**config.mk**
```make
export PLATFORM = sky130hd
export DESIGN_NAME = mem_arb3_flat
export DESIGN_NICKNAME = d
export VERILOG_FILES = /design/src/rtl/mem_arb3_pkg.sv /design/src/rtl/mem_arb3_if.sv /design/src/rtl/mem_arb3_rr_pick3.sv /design/src/rtl/mem_arb3.sv /design/src/flat_wrapper.sv
export SDC_FILE = /design/constraint.sdc
export NUM_CORES = 1
export LEC_CHECK = 0
export CORE_MARGIN = 5
export CORE_UTILIZATION = 28
export DETAILED_ROUTE_END_ITERATION = 8
export PLACE_DENSITY = 0.59
export SYNTH_ARGS = -nofsm -noshare
export SYNTH_HDL_FRONTEND = slang
export SYNTH_SLANG_ARGS = --single-unit
```
**constraint.sdc**
```tcl
create_clock -name clk -period 4.71 [get_ports clk]
set_input_delay 1.1775 -clock clk [delete_from_list [all_inputs] [get_ports clk]]
set_output_delay 1.1775 -clock clk [all_outputs]
set_load 0.03 [all_outputs]
```
**src/rtl/mem_arb3_pkg.sv**
```systemverilog
// Shared definitions for the three-way memory arbiter: state encoding,
// requester indices, bus widths and the abort pattern.
package mem_arb_pkg;
    localparam int AW = 18;
    localparam int DW = 36;

    typedef enum logic [1:0] {
        IDLE = 2'd0,
        BUSY = 2'd1,
        DONE = 2'd2
    } state_t;

    localparam logic [1:0] REQ_APR  = 2'd0;
    localparam logic [1:0] REQ_HOST = 2'd1;
    localparam logic [1:0] REQ_CONS = 2'd2;

    localparam logic [DW-1:0] TMO_PATTERN = 36'o777777777777;

    // Requester index 'step' positions after 'base' in circular order 0,1,2.
    function automatic logic [1:0] rr_next(input logic [1:0] base, input int step);
        int s;
        s = (int'(base) + step) % 3;
        return 2'(s);
    endfunction
endpackage

```
**src/rtl/mem_arb3_if.sv**
```systemverilog
// Requester and memory-master signal bundle; master is the arbiter's view,
// slave is the requesters-plus-memory environment.
interface mem_arb3_if;
    import mem_arb_pkg::*;

    logic [AW-1:0] s0_address, s1_address, s2_address;
    logic          s0_write, s1_write, s2_write;
    logic          s0_read, s1_read, s2_read;
    logic [DW-1:0] s0_writedata, s1_writedata, s2_writedata;
    logic [DW-1:0] s0_readdata, s1_readdata, s2_readdata;
    logic          s0_waitrequest, s1_waitrequest, s2_waitrequest;

    logic [AW-1:0] m_address;
    logic          m_write, m_read;
    logic [DW-1:0] m_writedata, m_readdata;
    logic          m_waitrequest;
    logic          timeout_err;

    modport master (
        input  s0_address, s1_address, s2_address,
        input  s0_write, s1_write, s2_write,
        input  s0_read, s1_read, s2_read,
        input  s0_writedata, s1_writedata, s2_writedata,
        output s0_readdata, s1_readdata, s2_readdata,
        output s0_waitrequest, s1_waitrequest, s2_waitrequest,
        output m_address, m_write, m_read, m_writedata,
        input  m_readdata, m_waitrequest,
        output timeout_err
    );

    modport slave (
        output s0_address, s1_address, s2_address,
        output s0_write, s1_write, s2_write,
        output s0_read, s1_read, s2_read,
        output s0_writedata, s1_writedata, s2_writedata,
        input  s0_readdata, s1_readdata, s2_readdata,
        input  s0_waitrequest, s1_waitrequest, s2_waitrequest,
        input  m_address, m_write, m_read, m_writedata,
        output m_readdata, m_waitrequest,
        input  timeout_err
    );
endinterface

```
**src/rtl/mem_arb3_rr_pick3.sv**
```systemverilog
// Combinational winner select: optional strict priority for requester 0,
// otherwise first requester after 'last' in circular order.
module rr_pick3
    import mem_arb_pkg::*;
(
    input  logic [2:0] req,
    input  logic [1:0] last,
    input  logic       prio0,
    output logic [1:0] win,
    output logic       any
);
    always_comb begin
        win = last;
        any = |req;
        if (prio0 && req[REQ_APR]) begin
            win = REQ_APR;
        end else begin
            // Walk farthest-first so the nearest requester after 'last' wins.
            for (int k = 3; k >= 1; k--) begin
                if (req[rr_next(last, k)]) win = rr_next(last, k);
            end
        end
    end
endmodule

```
**src/rtl/mem_arb3.sv**
```systemverilog
// Three-way arbiter for a single Avalon memory master with registered
// command outputs, per-requester read data and a stall watchdog.
module mem_arb3
    import mem_arb_pkg::*;
#(
    parameter bit PRIO0   = 1'b0,
    parameter int TIMEOUT = 1023
) (
    input logic       clk,
    input logic       reset,
    mem_arb3_if.master bus
);
    localparam int CW = (TIMEOUT > 2) ? $clog2(TIMEOUT) : 1;
    localparam logic [CW-1:0] CNT_LAST = CW'(TIMEOUT - 1);

    logic [2:0]         rd, wr, req, wait_q;
    logic [2:0][AW-1:0] addr;
    logic [2:0][DW-1:0] wdata, rdata;
    logic [1:0]         grant, last, win;
    logic               any;
    logic [CW-1:0]      cnt;
    state_t             state;

    assign rd    = {bus.s2_read, bus.s1_read, bus.s0_read};
    assign wr    = {bus.s2_write, bus.s1_write, bus.s0_write};
    assign addr  = {bus.s2_address, bus.s1_address, bus.s0_address};
    assign wdata = {bus.s2_writedata, bus.s1_writedata, bus.s0_writedata};
    assign req   = rd | wr;

    rr_pick3 u_pick (
        .req   (req),
        .last  (last),
        .prio0 (PRIO0),
        .win   (win),
        .any   (any)
    );

    for (genvar n = 0; n < 3; n++) begin : g_wait
        assign wait_q[n] = req[n] & ~(state == DONE && grant == 2'(n));
    end

    assign {bus.s2_waitrequest, bus.s1_waitrequest, bus.s0_waitrequest} = wait_q;
    assign bus.s0_readdata = rdata[0];
    assign bus.s1_readdata = rdata[1];
    assign bus.s2_readdata = rdata[2];

    always_ff @(posedge clk) begin
        if (!reset) begin
            state           <= IDLE;
            grant           <= REQ_APR;
            last            <= REQ_CONS;
            cnt             <= '0;
            rdata           <= '0;
            bus.m_address   <= '0;
            bus.m_writedata <= '0;
            bus.m_write     <= 1'b0;
            bus.m_read      <= 1'b0;
            bus.timeout_err <= 1'b0;
        end else begin
            unique case (state)
                IDLE: begin
                    if (any) begin
                        grant           <= win;
                        last            <= win;
                        bus.m_address   <= addr[win];
                        bus.m_writedata <= wdata[win];
                        bus.m_write     <= wr[win];
                        bus.m_read      <= ~wr[win] & rd[win];
                        cnt             <= '0;
                        state           <= BUSY;
                    end
                end
                BUSY: begin
                    if (!bus.m_waitrequest) begin
                        bus.m_write <= 1'b0;
                        bus.m_read  <= 1'b0;
                        if (bus.m_read) rdata[grant] <= bus.m_readdata;
                        state <= DONE;
                    end else if (TIMEOUT != 0 && cnt == CNT_LAST) begin
                        // Abort: hand the requester an all-ones word so it can't hang.
                        bus.m_write     <= 1'b0;
                        bus.m_read      <= 1'b0;
                        rdata[grant]    <= TMO_PATTERN;
                        bus.timeout_err <= 1'b1;
                        state           <= DONE;
                    end else begin
                        cnt <= cnt + CW'(1);
                    end
                end
                DONE:    state <= IDLE;
                default: state <= IDLE;
            endcase
        end
    end
endmodule

```
**src/flat_wrapper.sv**
```systemverilog
// flat-port wrapper written by rule: the top's interface ports become plain ports
module mem_arb3_flat import mem_arb_pkg::*;
#(
    parameter bit PRIO0   = 1'b0,
    parameter int TIMEOUT = 1023
)
  (clk, reset, bus_s0_address, bus_s1_address, bus_s2_address, bus_s0_write, bus_s1_write, bus_s2_write, bus_s0_read, bus_s1_read, bus_s2_read, bus_s0_writedata, bus_s1_writedata, bus_s2_writedata, bus_s0_readdata, bus_s1_readdata, bus_s2_readdata, bus_s0_waitrequest, bus_s1_waitrequest, bus_s2_waitrequest, bus_m_address, bus_m_write, bus_m_read, bus_m_writedata, bus_m_readdata, bus_m_waitrequest, bus_timeout_err);
  mem_arb3_if bus_i ();
  input logic clk;
  input logic reset;
  input wire logic [$bits(bus_i.s0_address)-1:0] bus_s0_address;
  input wire logic [$bits(bus_i.s1_address)-1:0] bus_s1_address;
  input wire logic [$bits(bus_i.s2_address)-1:0] bus_s2_address;
  input wire logic [$bits(bus_i.s0_write)-1:0] bus_s0_write;
  input wire logic [$bits(bus_i.s1_write)-1:0] bus_s1_write;
  input wire logic [$bits(bus_i.s2_write)-1:0] bus_s2_write;
  input wire logic [$bits(bus_i.s0_read)-1:0] bus_s0_read;
  input wire logic [$bits(bus_i.s1_read)-1:0] bus_s1_read;
  input wire logic [$bits(bus_i.s2_read)-1:0] bus_s2_read;
  input wire logic [$bits(bus_i.s0_writedata)-1:0] bus_s0_writedata;
  input wire logic [$bits(bus_i.s1_writedata)-1:0] bus_s1_writedata;
  input wire logic [$bits(bus_i.s2_writedata)-1:0] bus_s2_writedata;
  output wire logic [$bits(bus_i.s0_readdata)-1:0] bus_s0_readdata;
  output wire logic [$bits(bus_i.s1_readdata)-1:0] bus_s1_readdata;
  output wire logic [$bits(bus_i.s2_readdata)-1:0] bus_s2_readdata;
  output wire logic [$bits(bus_i.s0_waitrequest)-1:0] bus_s0_waitrequest;
  output wire logic [$bits(bus_i.s1_waitrequest)-1:0] bus_s1_waitrequest;
  output wire logic [$bits(bus_i.s2_waitrequest)-1:0] bus_s2_waitrequest;
  output wire logic [$bits(bus_i.m_address)-1:0] bus_m_address;
  output wire logic [$bits(bus_i.m_write)-1:0] bus_m_write;
  output wire logic [$bits(bus_i.m_read)-1:0] bus_m_read;
  output wire logic [$bits(bus_i.m_writedata)-1:0] bus_m_writedata;
  input wire logic [$bits(bus_i.m_readdata)-1:0] bus_m_readdata;
  input wire logic [$bits(bus_i.m_waitrequest)-1:0] bus_m_waitrequest;
  output wire logic [$bits(bus_i.timeout_err)-1:0] bus_timeout_err;
  assign bus_i.s0_address = bus_s0_address;
  assign bus_i.s1_address = bus_s1_address;
  assign bus_i.s2_address = bus_s2_address;
  assign bus_i.s0_write = bus_s0_write;
  assign bus_i.s1_write = bus_s1_write;
  assign bus_i.s2_write = bus_s2_write;
  assign bus_i.s0_read = bus_s0_read;
  assign bus_i.s1_read = bus_s1_read;
  assign bus_i.s2_read = bus_s2_read;
  assign bus_i.s0_writedata = bus_s0_writedata;
  assign bus_i.s1_writedata = bus_s1_writedata;
  assign bus_i.s2_writedata = bus_s2_writedata;
  assign bus_s0_readdata = bus_i.s0_readdata;
  assign bus_s1_readdata = bus_i.s1_readdata;
  assign bus_s2_readdata = bus_i.s2_readdata;
  assign bus_s0_waitrequest = bus_i.s0_waitrequest;
  assign bus_s1_waitrequest = bus_i.s1_waitrequest;
  assign bus_s2_waitrequest = bus_i.s2_waitrequest;
  assign bus_m_address = bus_i.m_address;
  assign bus_m_write = bus_i.m_write;
  assign bus_m_read = bus_i.m_read;
  assign bus_m_writedata = bus_i.m_writedata;
  assign bus_i.m_readdata = bus_m_readdata;
  assign bus_i.m_waitrequest = bus_m_waitrequest;
  assign bus_timeout_err = bus_i.timeout_err;
  mem_arb3 #(.PRIO0(PRIO0), .TIMEOUT(TIMEOUT)) u_core (.clk(clk), .reset(reset), .bus(bus_i));
endmodule
```
==> key figures, run 1 <==
Synthesis
  – Syn Area/Cell: 9.349 um^2
  – Yosys warns: 0
  – EDFF count, synth: 0
  – Fraction of registers with async set/reset: 0
  – Post-Synthesis Cells: 858
  – Sequential share of the synthesized area: 0.4492
  – Mapped Area: 0.008021 mm^2
  – Top_reg_cell synth: dfxtp_1
  – Mapped Nets: 1071
  – Number of synthesized register bits: 180
  – Cell variety after synth: 51

Clock network
  – CTS Sinks: 180
  – CTS tree: yes
  – Max Root-Sink Buffers: 2
  – Post-CTS sizing: 0
  – CTS Hold Bufs: 0
  – Worst-path clk slew: 0.08 ns
  – Worst-skew pair later-pin latency: 0.44 ns
  – # H-tree levels: 4
  – CTS root buf: clkbuf_16
  – Setup Fix Bufs, Post-CTS: 0
  – Number of CTS-inserted buffers: 17

Routing
  – First-pass detailed-route iteration total: 5
  – DRC viols: 0
  – Vias/cell: 4.912
  – Routed wire length: 29930 um
  – Iteration-0 DRC Markers: 419
  – Via count: 7800
  – DR WL/cell: 18.85 um
  – Post-route ant nets: 0

Power and ir drop
  – Leakage: 5.886 nW
  – Worst vdd ir: 0.2895 mV
  – Cell Pwr Density: 454.7 mW/mm^2

STA
  – Setup WS post-layout: 0.7301 ns
  – Final worst-path cycle share: 0.8450
  – Clock Skews: 0.02330 ns
  – Setup Viol. Count Final: 0
  – Final hold viol count: 0
  – Setup TNS: 0 ns
  – Slew headroom: 0.3838
  – Final Max Slew Viols: 0
  – FMAX: 251.3 MHz
  – Unrepaired setup endpoints after global routing: no
  – Fin crit period: 3.980 ns
  – Worst Tran Pin Value: 0.9213 ns

Cells and area
  – Fraction of layout cells with a size suffix above 1: 0.06500
  – Sequential cell area: 0.003603 mm^2
  – Area occupied by multi-input gates: 0.004078 mm^2
  – Final #Nets: 1400
  – Most frequent cells in the layout: 372 x clkdlybuf4s50_1, 180 x dfxtp_1, 122 x nand2_1
  – Design area: 0.01271 mm^2
  – Layout Cells excl Fill: 1588
  – Layout area overhead: 58.45%
  – Fill cells: 2761
  – Most common cell after layout, fill and taps aside: clkdlybuf4s50_1

Global route
  – Largest net degree at the start of global routing: 114
  – GR Util met1: 0.2092
  – Vias in the first global route: 7776
  – GRT Total Usage: 0.1773
  – GR peak layer: met2
  – Antenna violations before repair: 3
  – Met2 Track Usage GR: 0.2914
  – GR Util met3: 0.09026
  – First-pass GRT wire length: 44530 um
  – Remaining Overflow, GRT: 0

Job
  – Total of max-cap violations: 0

Placement
  – DP Worst Slack: 0.7543 ns
  – PortBufs: 374
  – Placed Instances: 1552
  – DP Area: 0.01208 mm^2
  – Post-DP HPWL: 21300 um
  – Gpl congestion: 0.7948

Worst setup path
  – Worst path required time: 3.53 ns
  – Critical Path, Cell by Cell: clkdlybuf4s50_1 -> nor2_2 -> a31oi_1 -> clkdlybuf4s50_1
  – Worst path bufs/invs: 2
  – Data arrival, critical path: 2.80 ns
  – Crit-path slowest cell: clkdlybuf4s50_1
  – Crit-path max FO: 6
  – CP endpoint kind: output pin
  – R2r startpoint: u_core.last[0]$_SDFFE_PN0P_
  – R2r worst-path depth: 10
  – Crit start category: input port
  – Most used cell, CP: clkdlybuf4s50_1
  – WP depth: 4
  – Worst Setup Path Type: input port to output pin
  – Max stage delay on crit path: 0.77 ns
  – Crit path from: bus_s1_write
  – Family with the most delay on the worst path: buffers and inverters

Min path
  – Hold path depth: 1
  – Hold crit path type: flop to flop
  – HP Start: u_core.bus.timeout_err$_SDFFE_PN0P_

Floorplanning
  – Die area: 0.03213 mm^2
  – Die X: 179.3 um
  – Rows: 62
  – I/O Pins: 375
  – Die extent in y: 179.3 um
  – Core area: 0.02847 mm^2
  – Starting Density: 0.2818

Outcome
  – Status: completed
cell type report:
type,count,area share
repair buffers,386,0.3060
flip-flops and latches,180,0.2835
clock inverters,15,0.01555
clock buffers,17,0.03347
diodes,4,0.0007876
well taps,384,0.03780
inverters,7,0.002067
multi-input cells,595,0.3208
layer usage:
metal	up-vias	routed length, um
li1	3791	-
met3	14	3731
met4	2	159
met2	294	13740
met1	3699	12290
met5	-	13
power by group:
group,internal [W],total [W],switching (W)
clock,0.000778,0.00152,0.000747
combinational,0.00110,0.00245,0.00135
sequential,0.00170,0.00181,0.000106
total,0.00358,0.00578,0.00220
through the flow:
stage / util / power [W] / hold WS (ns)
finish: 0.4464 / 0.005778 / 0.4760
global route: 0.4463 / 0.006107 / 0.5164
CTS: 0.4461 / 0.005848 / 0.4829
detailed placement: 0.4242 / 0.004299 / 0.4605
global placement: 0.4242 / 0.004283 / 0.4540
floorplan: - / 0.003481 / 0.4664
state kept, by name (all words and copies together), names as in the netlist:
register	cells
u_core.bus.m_writedata	36
u_core.bus.s0_readdata	36
u_core.bus.s1_readdata	36
u_core.bus.s2_readdata	36
u_core.bus.m_address	18
u_core.cnt	10
u_core.last	2
u_core.state	2
u_core.bus.m_read	1
u_core.bus.m_write	1
u_core.bus.timeout_err	1
u_core.grant	1
cells in the mapped netlist, types with 11 or more instances:
| library cell | number | area, um^2 |
|---|---|---|
| a21oi_1 | 60 | 300.3 |
| a22oi_1 | 54 | 405.4 |
| buf_2 | 11 | 55.05 |
| clkbuf_1 | 59 | 221.5 |
| dfxtp_1 | 180 | 3603 |
| mux2_1 | 40 | 450.4 |
| mux2_2 | 14 | 157.7 |
| nand2_1 | 122 | 457.9 |
| nor2_1 | 53 | 198.9 |
| o211a_1 | 110 | 1101 |
| o21ai_0 | 61 | 305.3 |
final timing paths:
check	to	slack, ns
max	bus_s1_waitrequest	0.73
min	u_core.bus.timeout_err$_SDFFE_PN0P_	0.48
max reg2reg	u_core.bus.m_address[6]$_SDFFE_PN0P_	1.43
min reg2reg	u_core.bus.timeout_err$_SDFFE_PN0P_	0.48
logic make-up after synthesis:
group                    share of synthesized area
AO/OA/AOI/OAI                               0.2890
flip-flops                                  0.4492
buffers and inverters                      0.04570
adder cells (fa/ha/maj)                   0.009359
multiplexers                               0.07955
AND/OR/NAND/NOR                             0.1195
XOR/XNOR                                  0.007643
Note: power is estimated with default switching activity, not from simulation.
==> run 2, diff against run 1 <==
clock period = 4.11 ns   (was 4.71 ns; I/O delays follow)
==> run 2 against run 1 <==
Net effect: via count down 0.96%; worst hold slack better by 0.0040 ns; non-clock buffer count grew 1; wire length up 1.1%; utilization up 0.18 points; power is 14% higher; clock power rose by 14%; critical path depth unchanged; cell count is 0.19% higher.
==> key figures, run 2 (synthesized netlist as in run 1, its figures left out) <==
Worst setup path
  – Crit-path max FO: 6 (unchanged)
  – Worst Setup Path Type: input port to output pin
  – Crit-path slowest cell: clkdlybuf4s50_1
  – Crit start category: input port
  – R2r worst-path depth: 10 (unchanged)
  – Worst path required time: 3.08 ns (-0.45 ns)
  – Data arrival, critical path: 2.64 ns (-0.16 ns)
  – Max stage delay on crit path: 0.76 ns (about the same)
  – Critical Path, Cell by Cell: clkdlybuf4s50_1 -> nor2_2 -> a31oi_1 -> clkdlybuf4s50_1
  – Family with the most delay on the worst path: buffers and inverters
  – Worst path bufs/invs: 2 (unchanged)
  – Most used cell, CP: clkdlybuf4s50_1
  – CP endpoint kind: output pin
  – WP depth: 4 (unchanged)

Global route
  – First-pass GRT wire length: 44820 um (+0.65%)
  – GRT Total Usage: 0.1791 (+0.001793)
  – Remaining Overflow, GRT: 0 (unchanged)
  – Largest net degree at the start of global routing: 114 (unchanged)
  – Antenna violations before repair: 6 (+3)
  – Vias in the first global route: 7644 (-1.7%)

STA
  – Worst Tran Pin Value: 0.8414 ns (-0.07992 ns)
  – Setup WS post-layout: 0.4471 ns (-0.2830 ns)
  – Setup Viol. Count Final: 0 (unchanged)
  – Final Max Slew Viols: 0 (unchanged)
  – Clock Skews: 0.02930 ns (+0.005998 ns)
  – Slew headroom: 0.4331 (+0.04935)
  – Unrepaired setup endpoints after global routing: no
  – Setup TNS: 0 ns (unchanged)
  – Final worst-path cycle share: 0.8912
  – Final hold viol count: 0 (unchanged)
  – Fin crit period: 3.663 ns
  – FMAX: 273.0 MHz

Floorplanning
  – Core area: 0.02847 mm^2 (unchanged)
  – Die extent in y: 179.3 um (unchanged)
  – I/O Pins: 375 (unchanged)
  – Starting Density: 0.2818 (unchanged)
  – Die X: 179.3 um (unchanged)
  – Die area: 0.03213 mm^2 (unchanged)
  – Rows: 62 (unchanged)

Clock network
  – CTS Sinks: 180 (unchanged)
  – Max Root-Sink Buffers: 2 (unchanged)
  – CTS root buf: clkbuf_16
  – Number of CTS-inserted buffers: 17 (unchanged)
  – Worst-path clk slew: 0.08 ns (about the same)
  – # H-tree levels: 4 (unchanged)
  – CTS Hold Bufs: 0 (unchanged)
  – CTS tree: yes
  – Setup Fix Bufs, Post-CTS: 0 (unchanged)
  – Post-CTS sizing: 0 (unchanged)
  – Worst-skew pair later-pin latency: 0.44 ns (about the same)

Routing
  – Post-route ant nets: 0 (unchanged)
  – First-pass detailed-route iteration total: 5 (unchanged)
  – Iteration-0 DRC Markers: 402 (-4.1%)
  – Routed wire length: 30250 um (+1.1%)
  – DRC viols: 0 (unchanged)
  – Vias/cell: 4.855 (-1.1%)
  – Via count: 7725 (-0.96%)
  – DR WL/cell: 19.02 um (+0.88%)

Job
  – Total of max-cap violations: 0 (unchanged)

Power and ir drop
  – Clock Power Share: 0.264 (about the same)
  – Pint: 0.004110 W (+15%)
  – Sw frac: 0.3763 (-0.004745)
  – Cell Pwr Density: 516.5 mW/mm^2 (+14%)
  – Leakage: 5.899 nW (+0.21%)
  – Sequential fraction of design power: 0.313 (about the same)
  – Worst vdd ir: 0.4111 mV (+42%)
  – Psw: 0.002480 W (+13%)
  – Comb pwr share: 0.422 (-0.002)

Placement
  – DP Worst Slack: 0.4559 ns (-0.2985 ns)
  – Post-DP HPWL: 21560 um (+1.2%)
  – DP Area: 0.01212 mm^2 (+0.37%)
  – Gpl congestion: 0.8011 (+0.79%)
  – PortBufs: 374 (unchanged)

Cells and area
  – Final #Nets: 1401 (+0.071%)
  – Layout area overhead: 59.07%
  – Fill cells: 2812 (+1.8%)
  – Most frequent cells in the layout: 372 x clkdlybuf4s50_1, 180 x dfxtp_1, 122 x nand2_1
  – Design area: 0.01276 mm^2 (+0.39%)
  – Fraction of layout cells with a size suffix above 1: 0.06578 (+0.0007785)
  – Most common cell after layout, fill and taps aside: clkdlybuf4s50_1

Outcome
  – Status: completed

Min path
  – Hold path depth: 1 (unchanged)
  – Hold crit path type: flop to flop
==> run 2: worst register-to-register path, cell delays in order (launching register included) <==
cell and delay, ns:
dfxtp_1 0.57, inv_1 0.20, ha_1 0.37, nor3_1 0.26, a211oi_2 0.11, o211a_1 0.29, a211oi_4 0.25, buf_12 0.32
mux2_2 0.41, a22oi_1 0.18, a21oi_1 0.09
==> run 2: final timing paths <==
kind              slack [ns]                                start                                   end
setup / recovery        0.45                         bus_s1_write                    bus_s1_waitrequest
hold / removal          0.48  u_core.bus.timeout_err$_SDFFE_PN0P_   u_core.bus.timeout_err$_SDFFE_PN0P_
setup reg to reg        0.93          u_core.last[0]$_SDFFE_PN0P_  u_core.bus.m_address[7]$_SDFFE_PN0P_
hold reg to reg         0.48  u_core.bus.timeout_err$_SDFFE_PN0P_   u_core.bus.timeout_err$_SDFFE_PN0P_
==> run 2: layout make-up <==
cell class                      instances  area [um^2]  area share
Antenna cell                            6        15.01    0.001177
Clock buffer                           17        425.4     0.03334
Clock inverter                         15        197.7     0.01549
Inverter                                7        26.28    0.002059
Multi-Input combinational cell        595         4078      0.3196
Sequential cell                       180         3603      0.2824
Tap cell                              384        480.5     0.03765
Timing Repair Buffer                  387         3934      0.3083
==> run 2: power groups by stage <==
stage | clock [W] | sequential (W) | combinational (W)
final | 0.00174 | 0.00207 | 0.00278
after CTS | 0.00181 | 0.00207 | 0.00281
after global routing | 0.00188 | 0.00210 | 0.00299
after detailed placement | 0 | 0.00211 | 0.00280
after floorplan | 0 | 0.00246 | 0.00153
after global placement | 0 | 0.00210 | 0.00279
==> run 2: per-layer routing <==
metal | share of wire | up-vias | GRT usage
li1 | - | 3800 | -
met3 | 0.12 | 19 | 0.08962
met5 | 0.00043 | - | 0
met4 | 0.013 | 2 | 0.05268
met1 | 0.41 | 3618 | 0.2126
met2 | 0.45 | 286 | 0.2855
==> run 2: through the flow <==
stage / std cells / power [W] / util / hold WS, ns
5_1_grt: 1590 / 0.006963 / 0.4481 / 0.5126
2_1_floorplan: 858 / 0.003989 / - / 0.4664
3_5_place_dp: 1553 / 0.004907 / 0.4258 / 0.4626
6_report: 1591 / 0.006590 / 0.4482 / 0.4800
4_1_cts: 1585 / 0.006679 / 0.4477 / 0.4821
3_3_place_gp: 1553 / 0.004893 / 0.4258 / 0.4528
==> run 3, diff against run 2 <==
DONT_BUFFER_PORTS = 1   (was default)
PLACE_DENSITY = 0.42   (was 0.59)
==> run 3 against run 2 <==
Net effect: worst setup slack gained 0.40 ns; clock power shrank 3%; sequential share of layout area grew 12 points; first-iteration DRC count shrank 33%; clock skew shrank 0.017 ns; worst hold slack gained 0.022 ns; critical endpoint is now u_core.bus.m_address[4]$_SDFFE_PN0P_; clock-buffer cell count grew 1.
==> key figures, run 3 (synthesized netlist as in run 1, its figures left out) <==
Worst setup path
  – Max stage delay on crit path: 0.58 ns (-0.18 ns)
  – Worst path required time: 4.46 ns (+1.38 ns)
  – CP endpoint kind: flop
  – Critical Path, Cell by Cell: inv_1 -> ha_1 -> nor3_1 -> a211oi_2 -> or3_1 -> o221a_2 -> nor2_8 -> a22oi_1 -> a21oi_1
  – Worst Setup Path Type: flop to flop
  – Crit-path slowest cell: nor2_8
  – Data arrival, critical path: 3.61 ns (+0.97 ns)
  – R2r worst-path depth: 9 (-1)
  – RR Endpoint: u_core.bus.m_address[4]$_SDFFE_PN0P_
  – Crit start category: flop
  – Reg2reg setup slack: 0.85 ns (-0.08 ns)
  – Crit-path max FO: 54 (+48)
  – R2r startpoint: u_core.last[0]$_SDFFE_PN0P_

Cells and area
  – Layout area overhead: 11.22%
  – Most frequent cells in the layout: 180 x dfxtp_1, 122 x nand2_1, 110 x o211a_1
  – Fraction of layout cells with a size suffix above 1: 0.08526 (+0.01948)
  – Final #Nets: 1021 (-27%)
  – Design area: 0.008921 mm^2 (-30%)
  – Most common cell after layout, fill and taps aside: dfxtp_1
  – Fill cells: 2978 (+5.9%)

STA
  – Final Max Slew Viols: 0 (unchanged)
  – Final hold viol count: 0 (unchanged)
  – Fin crit period: 3.260 ns (-0.4030 ns)
  – Clock Skews: 0.01259 ns (-0.01670 ns)
  – Setup Viol. Count Final: 0 (unchanged)
  – Slew headroom: 0.3642 (-0.06898)
  – FMAX: 306.8 MHz (+12%)
  – Setup TNS: 0 ns (unchanged)
  – Worst Tran Pin Value: 0.9438 ns (+0.1024 ns)
  – Final worst-path cycle share: 0.7932 (-0.09804)
  – Unrepaired setup endpoints after global routing: no

Clock network
  – CTS Sinks: 180 (unchanged)
  – Worst-path clk slew: 0.07 ns (about the same)
  – CTS Hold Bufs: 0 (unchanged)
  – Post-CTS sizing: 0 (unchanged)
  – # H-tree levels: 4 (unchanged)
  – Max Root-Sink Buffers: 2 (unchanged)
  – Setup Fix Bufs, Post-CTS: 0 (unchanged)
  – Number of CTS-inserted buffers: 17 (unchanged)
  – Worst-skew pair later-pin latency: 0.43 ns (about the same)
  – CTS tree: yes
  – CTS root buf: clkbuf_16

Min path
  – Hold Path Sink: u_core.cnt[7]$_SDFFE_PN0P_
  – HP Start: u_core.cnt[7]$_SDFFE_PN0P_
  – Hold path depth: 2 (+1)
  – Hold crit path type: flop to flop

Global route
  – Largest net degree at the start of global routing: 177 (+55%)
  – GRT Total Usage: 0.1445 (-0.03459)
  – Vias in the first global route: 6065 (-21%)
  – Antenna violations before repair: 2 (-4)
  – Remaining Overflow, GRT: 0 (unchanged)
  – First-pass GRT wire length: 36110 um (-19%)

Floorplanning
  – Rows: 62 (unchanged)
  – Die area: 0.03213 mm^2 (unchanged)
  – Core area: 0.02847 mm^2 (unchanged)
  – Starting Density: 0.2818 (unchanged)
  – I/O Pins: 375 (unchanged)
  – Die extent in y: 179.3 um (unchanged)
  – Die X: 179.3 um (unchanged)

Outcome
  – Status: completed

Routing
  – DR WL/cell: 20.73 um (+9.0%)
  – Via count: 6243 (-19%)
  – First-pass detailed-route iteration total: 6 (+1)
  – Post-route ant nets: 0 (unchanged)
  – DRC viols: 0 (unchanged)
  – Vias/cell: 5.172 (+6.5%)
  – Routed wire length: 25020 um (-17%)
  – Iteration-0 DRC Markers: 269 (-33%)

Power and ir drop
  – Cell Pwr Density: 659.3 mW/mm^2 (+28%)
  – Power, Total: 0.005882 W (-11%)
  – Worst vdd ir: 0.2952 mV (-28%)
  – Leakage: 4.461 nW (-24%)

Placement
  – PortBufs: 0 (-100%)
  – DP Area: 0.008303 mm^2 (-32%)
  – Post-DP HPWL: 17570 um (-19%)
  – Gpl congestion: 0.7630 (-4.8%)

Job
  – Total of max-cap violations: 0 (unchanged)
-- run 3: changes by cell type in the layout (fill, tap and decap cells not counted), sizes merged --
cell / previous run / this run
clkdlybuf4s50: 372 / 0
buf: 15 / 7
diode: 6 / 2
clkbuf: 17 / 18
clkinv: 7 / 6
-- run 3: routing by layer --
metal | track usage | routed length (um)
met5 | 0 | 0
met1 | 0.1595 | 9623
met4 | 0.04602 | 414
met2 | 0.2436 | 11950
met3 | 0.07191 | 3032
-- run 3: worst max-delay path by stage --
stage | startpoint | end | depth (start not counted)
6_report | u_core.last[0]$_SDFFE_PN0P_ | u_core.bus.m_address[4]$_SDFFE_PN0P_ | 9
4_1_cts | u_core.last[0]$_SDFFE_PN0P_ | u_core.bus.m_address[4]$_SDFFE_PN0P_ | 9
2_1_floorplan | bus_s2_read | u_core.bus.m_writedata[10]$_SDFFE_PN0P_ | 8
5_1_grt | u_core.last[0]$_SDFFE_PN0P_ | u_core.bus.m_writedata[26]$_SDFFE_PN0P_ | 9
3_3_place_gp | u_core.last[0]$_SDFFE_PN0P_ | u_core.bus.m_address[16]$_SDFFE_PN0P_ | 9
3_5_place_dp | u_core.last[0]$_SDFFE_PN0P_ | u_core.bus.m_writedata[26]$_SDFFE_PN0P_ | 9
-- run 3: area by class of cell --
cell class	instances	area, um^2	area share
Inverter	7	26.28	0.002945
Clock buffer	18	429.2	0.04811
Timing Repair Buffer	7	115.1	0.01290
Sequential cell	180	3603	0.4039
Clock inverter	14	183.9	0.02062
Antenna cell	2	5.005	0.0005610
Tap cell	384	480.5	0.05386
Multi-Input combinational cell	595	4078	0.4571
-- run 3: critical path, delay by kind of cell, from the launching register on --
family	cells	cell delay (ns)
simple gates	3	1.15
buf+inv	1	0.20
fa+ha+maj	1	0.37
flops	1	0.57
compound gates	4	0.86
-- run 3: report_power, final --
part,internal (W),switching [W],total (W)
Sequential,0.00195,0.000556,0.00250
Combinational,0.000758,0.000935,0.00169
Clock,0.000881,0.000803,0.00168
Total,0.00359,0.00229,0.00588
-- run 3: stage by stage --
stage / util / setup slack (ns) / hold WS (ns) / cells
3_5_place_dp: 0.2916 / 0.8625 / 0.4980 / 1173
5_1_grt: 0.3134 / 0.5474 / 0.5172 / 1207
6_report: 0.3134 / 0.8500 / 0.5015 / 1207
4_1_cts: 0.3132 / 0.8360 / 0.5078 / 1205
3_3_place_gp: 0.2916 / 0.8414 / 0.4879 / 1173
2_1_floorplan: - / 1.148 / 0.4664 / 858
